File: src/rtl/nmux_arbiter.sv
// Round-robin arbiter driving the select of a shared N_REQ-input mux, with per-grant bursts
// bounded by a tagged last beat or MAX_BURST transfers.
module nmux_arbiter #(
   parameter int unsigned N_REQ     = 5,
   parameter int unsigned SEL_W     = 3,
   parameter int unsigned MAX_BURST = 4
) (
   input  logic             clk,
   input  logic             reset,
   input  logic             io_enable,
   input  logic [N_REQ-1:0] io_req_valid,
   input  logic [N_REQ-1:0] io_req_last,
   input  logic             io_out_ready,
   output logic [SEL_W-1:0] io_sel,
   output logic [N_REQ-1:0] io_grant,
   output logic [N_REQ-1:0] io_req_ready,
   output logic             io_out_valid,
   output logic             io_out_last,
   output logic             io_busy
);

   typedef enum logic [0:0] {StIdle, StGrant} state_e;

   localparam logic [3:0]       LastBeat = 4'(MAX_BURST - 1);
   localparam logic [N_REQ-1:0] GrantOne = N_REQ'(1);
   localparam logic [SEL_W:0]   NReqExt  = (SEL_W + 1)'(N_REQ);

   state_e           state_q;
   logic [SEL_W-1:0] ptr_q;
   logic [SEL_W-1:0] sel_q;
   logic [3:0]       beats_q;
   logic [N_REQ-1:0] grant_q;

   logic             pick_found;
   logic [SEL_W-1:0] pick_idx;
   logic [SEL_W:0]   cand;
   logic [SEL_W-1:0] ptr_next;
   logic             xfer;

   // Scan from ptr_q upward with wrap; first valid requester wins.
   always_comb begin
      pick_found = 1'b0;
      pick_idx   = '0;
      cand       = '0;
      for (int unsigned i = 0; i < N_REQ; i++) begin
         cand = {1'b0, ptr_q} + (SEL_W + 1)'(i);
         if (cand >= NReqExt) cand = cand - NReqExt;
         if (!pick_found && io_req_valid[cand[SEL_W-1:0]]) begin
            pick_found = 1'b1;
            pick_idx   = cand[SEL_W-1:0];
         end
      end
   end

   assign ptr_next     = (sel_q == SEL_W'(N_REQ - 1)) ? '0 : sel_q + 1'b1;
   assign io_busy      = (state_q == StGrant);
   assign io_sel       = sel_q;
   assign io_grant     = grant_q;
   assign io_req_ready = grant_q & {N_REQ{io_out_ready}};
   assign io_out_valid = io_busy & io_req_valid[sel_q];
   assign io_out_last  = io_out_valid & (io_req_last[sel_q] | (beats_q == LastBeat));
   assign xfer         = io_out_valid & io_out_ready;

   always_ff @(posedge clk or negedge reset) begin
      if (!reset) begin
         state_q <= StIdle;
         ptr_q   <= '0;
         sel_q   <= '0;
         beats_q <= '0;
         grant_q <= '0;
      end else begin
         case (state_q)
            StIdle: begin
               if (io_enable && pick_found) begin
                  sel_q   <= pick_idx;
                  grant_q <= GrantOne << pick_idx;
                  beats_q <= '0;
                  state_q <= StGrant;
               end
            end
            StGrant: begin
               // The grant is held while the owner stalls; only its last beat releases it.
               if (xfer) begin
                  if (io_out_last) begin
                     ptr_q   <= ptr_next;
                     grant_q <= '0;
                     beats_q <= '0;
                     state_q <= StIdle;
                  end else begin
                     beats_q <= beats_q + 4'd1;
                  end
               end
            end
            default: state_q <= StIdle;
         endcase
      end
   end

endmodule

File: config.mk
export PLATFORM = sky130hd
export DESIGN_NAME = nmux_arbiter
export DESIGN_NICKNAME = d
export VERILOG_FILES = /design/src/rtl/nmux_arbiter.sv
export SDC_FILE = /design/constraint.sdc
export NUM_CORES = 1
export LEC_CHECK = 0
export ABC_CLOCK_PERIOD_IN_PS = 4000
export BUFFER_PORTS_ARGS = -buffer_cell sky130_fd_sc_hd__buf_2
export CORE_MARGIN = 2
export CORE_UTILIZATION = 35
export CTS_CLUSTER_DIAMETER = 50
export DETAILED_ROUTE_END_ITERATION = 6
export PLACE_DENSITY = 0.53
export SLEW_MARGIN = 20
export SYNTH_ARGS = -nofsm -noshare
export SYNTH_HDL_FRONTEND = slang
export SYNTH_SLANG_ARGS = --single-unit
File: constraint.sdc
create_clock -name clk -period 4 [get_ports clk]
set_input_delay 0.6 -clock clk [delete_from_list [all_inputs] [get_ports clk]]
set_output_delay 0.6 -clock clk [all_outputs]
set_load 0.02 [all_outputs]
### After elaboration in Yosys (flattened, before gate mapping)

Index checks and enable logic that the tools add are counted.

* register bits after elaboration: 16
* memory bits (read-only): 0
* input bits: 14
* latch bits: 0
* bits in writable memories: 0
* memories: 0

* mux-type cells: 42
* bitwise operators: 6
* eq/ne operators: 5
* order comparisons: 11
* shifts and indexed selects: 1
* divide/modulo/power cells: 0
* reduce and logical (&&, ||, !) cells: 13
* add/sub/neg operators: 11
* multipliers: 0

Operator list (number)
* $mux 3: 11
* $lt 3x4->1 const B: 6
* $bmux 1 s3: 7
* $ge 4x3->1 const B: 4
* $mux 1: 15
* $mux 5: 3
* $sub 3x3->3 const B: 5
* $mux 4: 3
* $pmux 5 s2: 1
* $add 3x2->4 const B: 2
* $pmux 4 s2: 1
* $reduce_and 3->1: 2
* $and 5x5->5: 1
* $logic_and 1x1->1: 5
* $shl 1x3->5 const A: 1
* $add 3x1->4 const B: 1
* $add 3x3->4 const B: 1
* $add 4x1->4 const B: 1
* $eq 4x2->1 const B: 1
* $logic_not 1->1: 4
* $ne 2x2->1 const B: 2
* $reduce_and 2->1: 2
* $add 3x1->3 const B: 1
* $and 1x1->1: 3
* other kinds (6): 6

### Logic depth before layout (Yosys ltp)

* depth in word-level cells: 20
* mapped depth: 13
* mapped depth without buffers: 12

### Worst setup path after synthesis

OpenSTA, ideal clock, no wires.

* kind: reg-to-reg
* from: register ptr_q[0]
* to: register grant_q[1] (netlist: io_grant[1])
* arrival: 3.297 ns
* path buffers: 0
* data required time: 3.924 ns
* library setup time: 0.076 ns
* setup slack: 0.627 ns
* cell stages (with the launch flop): 13
* cells stage by stage: dfrtp_1 inv_1 ha_1 inv_1 fa_1 nor2_1 mux2_2 nor3b_1 o2111ai_1 a31o_2 a22o_1 or2_1 o21ai_1

* word-level cells in the longest chain between the ends: 20
* elaborated cells between the ends (all ways): 53
* those cells by class: add/sub: 9; order compare: 5; eq/ne: 1; shift: 1; mux: 27; reduce/logical: 10

Ends and longest elaborated chain
* from (decl): RTL line 29 `logic [SEL_W-1:0] ptr_q;`
* from (signal assigned): RTL line 85 `ptr_q <= ptr_next;`
* branches (longest 20 deep; another with $add 3x1->4)
* to (signal assigned): RTL line 76 `grant_q <= GrantOne << pick_idx;`
* to (decl): RTL line 32 `logic [N_REQ-1:0] grant_q;`

Parallel ways; which one is timed is not known. The select of a mux whose other input is x is not followed.
A chain may end at the register's enable or synchronous reset.

### Worst setup path after layout

* from: register ptr_q[2]
* to: register grant_q[3] (netlist: io_grant[3])

The elaborated chain is that of the path after synthesis.

==> metrics.yaml <==
cts_made_buffers: 3
hp-class: "input pin to async pin"
multi_input_area_um2: 1540
drive_above_1_share_pct: 23.8
place_area_um2: 2250
final_cell_mix: "buf_2, nor2_1, nand2_1"
post-cts-setup-buffers: 0
yosysTopAreaCell: "dfrtp_1"
cts.repair.resized: 0
crit_required_ns: 4.19
wl_per_cell_um: 16.8
async_reset_ff_share_pct: 100
tns_ns: 0
top_layer: "met4"
synth_compound_gate_area_share_pct: 34.9
r2r_start: "ptr_q[2]"
dpl.hpwl_um: 4350
drv_slew: 0
vias_per_cell: 5.79
timing.final.ws_setup_ns: 0.447
synth_top_family_by_area: "compound AO/OA/AOI/OAI gates"
place_congestion: 0.864
synthTopCellsByArea: "dfrtp_1, ha_1, mux2i_1"
regArea_um2: 400
met2_length_um: 2640
antenna_found_initial: 0
finalCritPeriodShare_pct: 88.8
max_freq_ghz: 0.281
grt_pass1_wl_um: 9640
synthXorXnorAreaFrac_pct: 1.29
timing.critical_path.from_type: "register"
synth_seq_cells: 16
avgSynthCellArea_um2: 8.43
groute.usage.overall_pct: 19.0
synth_fa_ha_area_share_pct: 7.76
yosysSeqAreaShare_pct: 19.7
ff2ff_path_depth: 10
clk_pin_slew_worst_paths_ns: 0.07
rsz0062_at_grt: "no"
dieHeight_um: 80.2
synth_nets: 267
yosys_warnings: 0
routed-via-count: 1974
synth_top_area_share_pct: 19.7
worstPathMaxFanout: 11
maxCapViolCount: 0
r2r_end: "io_grant[3]"
cts_buffer_depth: 2
whs_ns: 0.260
start_util_pct: 36.7
route.detailed.drc: 0
synth_top_flop_cell: "dfrtp_1"
final_antenna_net_count: 0
cts_tree: "yes"
grt_pass1_vias: 1876
relSlewSlack_pct: 46.1
dr_wl_met3_um: 127
cts.sinks: 16
worstMarginPinSlew_ns: 0.808
io_buffers: 29
ios: 30
area_growth_pct: 13.7
end_kind: "register"
clock_latency_ns: 0.26
final_common_cell: "buf_2"
nets: 296
drtIter0Drc: 169
ff2ff_setup_slack_ns: 0.45
syn_area_um2: 2030
place_ws_ns: 0.491
coreArea_um2: 5540
die-width_um: 80.2
num_rows: 27
yosysUniqueCellTypes: 76
synth_edf_count: 0
wirelength_um: 5710
wl_met1_um: 2830
status: "finished, final reports clean"
min_period_ns: 3.55
fin_skew_ns: 0.00411
final_area_um2: 2310
ctsHoldBuffers: 0
filler_cell_count: 582
setup_viol: 0
finalHoldViolCount: 0
cts_root_buffer: "clkbuf_8"
grt_overflow: 0
die_area_um2: 6430
diodes: 0
drt-pass1-iter-count: 4
h-tree-depth: 1
synth.area.mux_share_pct: 9.11
synthCells: 241
synth-simple-area-share_pct: 22.8
grt_max_degree: 26
cp.arrival_ns: 3.74
crit_type: "register to register"
## final cells by class
type	instances	area share [%]
multi-input cells	204	66.7
flip-flops and latches	16	17.3
repair buffers	34	7.91
well taps	72	3.90
clock buffers	4	2.38
inverters	11	1.79
## Yosys cell counts (3+ instances only)
| cell | instances |
|---|---|
| a21o_1 | 8 |
| a211oi_1 | 4 |
| nand2_1 | 20 |
| a21oi_1 | 8 |
| dfrtp_1 | 16 |
| o22ai_1 | 3 |
| o21ai_1 | 4 |
| mux2i_1 | 8 |
| inv_1 | 10 |
| ha_1 | 11 |
| mux2_2 | 4 |
| or2_2 | 3 |
| o21a_1 | 3 |
| and2_1 | 7 |
| clkbuf_1 | 5 |
| o21ai_0 | 11 |
| buf_2 | 4 |
| nand3_1 | 3 |
| and3_1 | 4 |
| nand2b_1 | 12 |
| nor2_1 | 20 |
| xnor2_1 | 3 |
## registers in the layout, indices dropped and copies added, names as in the netlist
| name | flops |
|---|---|
| beats_q | 4 |
| io_grant | 5 |
| io_busy | 1 |
| ptr_q | 3 |
| io_sel | 3 |
## metal layers
metal | vias to the layer above | GRT usage (%)
met5 | - | 0
met1 | 946 | 27.2
met2 | 36 | 30.2
met4 | 0 | 5.76
li1 | 982 | -
met3 | 10 | 1.69
## worst max-delay path by stage
stage | depth (start not counted) | endpoint | slack, ns | from
2_1_floorplan | 12 | io_grant[1] | 0.63 | ptr_q[0]
3_3_place_gp | 11 | beats_q[1] | 0.44 | ptr_q[1]
3_5_place_dp | 11 | beats_q[1] | 0.49 | ptr_q[1]
4_1_cts | 11 | beats_q[1] | 0.48 | ptr_q[1]
5_1_grt | 11 | beats_q[1] | 0.22 | ptr_q[1]
6_report | 10 | io_grant[3] | 0.45 | ptr_q[2]
## worst max-delay path, cell delays in order, from the launching register on
cell and delay, ns:
dfrtp_1 0.53, ha_1 0.36, a221oi_1 0.74, mux2i_1 0.26, nor2_1 0.08, nand2_1 0.14, or4b_1 0.45, a31o_2 0.26
a22o_1 0.24, or2_1 0.26, o21ai_1 0.13
## cell families (layout without fill, tap and decap cells)
group           after synthesis  after routing
compound gates               88             88
xor+xnor                      3              3
fa+ha+maj                    12             12
buf+inv                      21             49
flops                        16             16
mux                          15             15
simple gates                 86             86
## stage by stage
step | cells | util, %
2_1_floorplan | 241 | -
3_3_place_gp | 337 | 40.7
3_5_place_dp | 337 | 40.7
4_1_cts | 341 | 41.7
5_1_grt | 341 | 41.7
6_report | 341 | 41.7
Power is not shown: default switching activity piles up to over one toggle a cycle in this logic, so the estimate is an artifact.
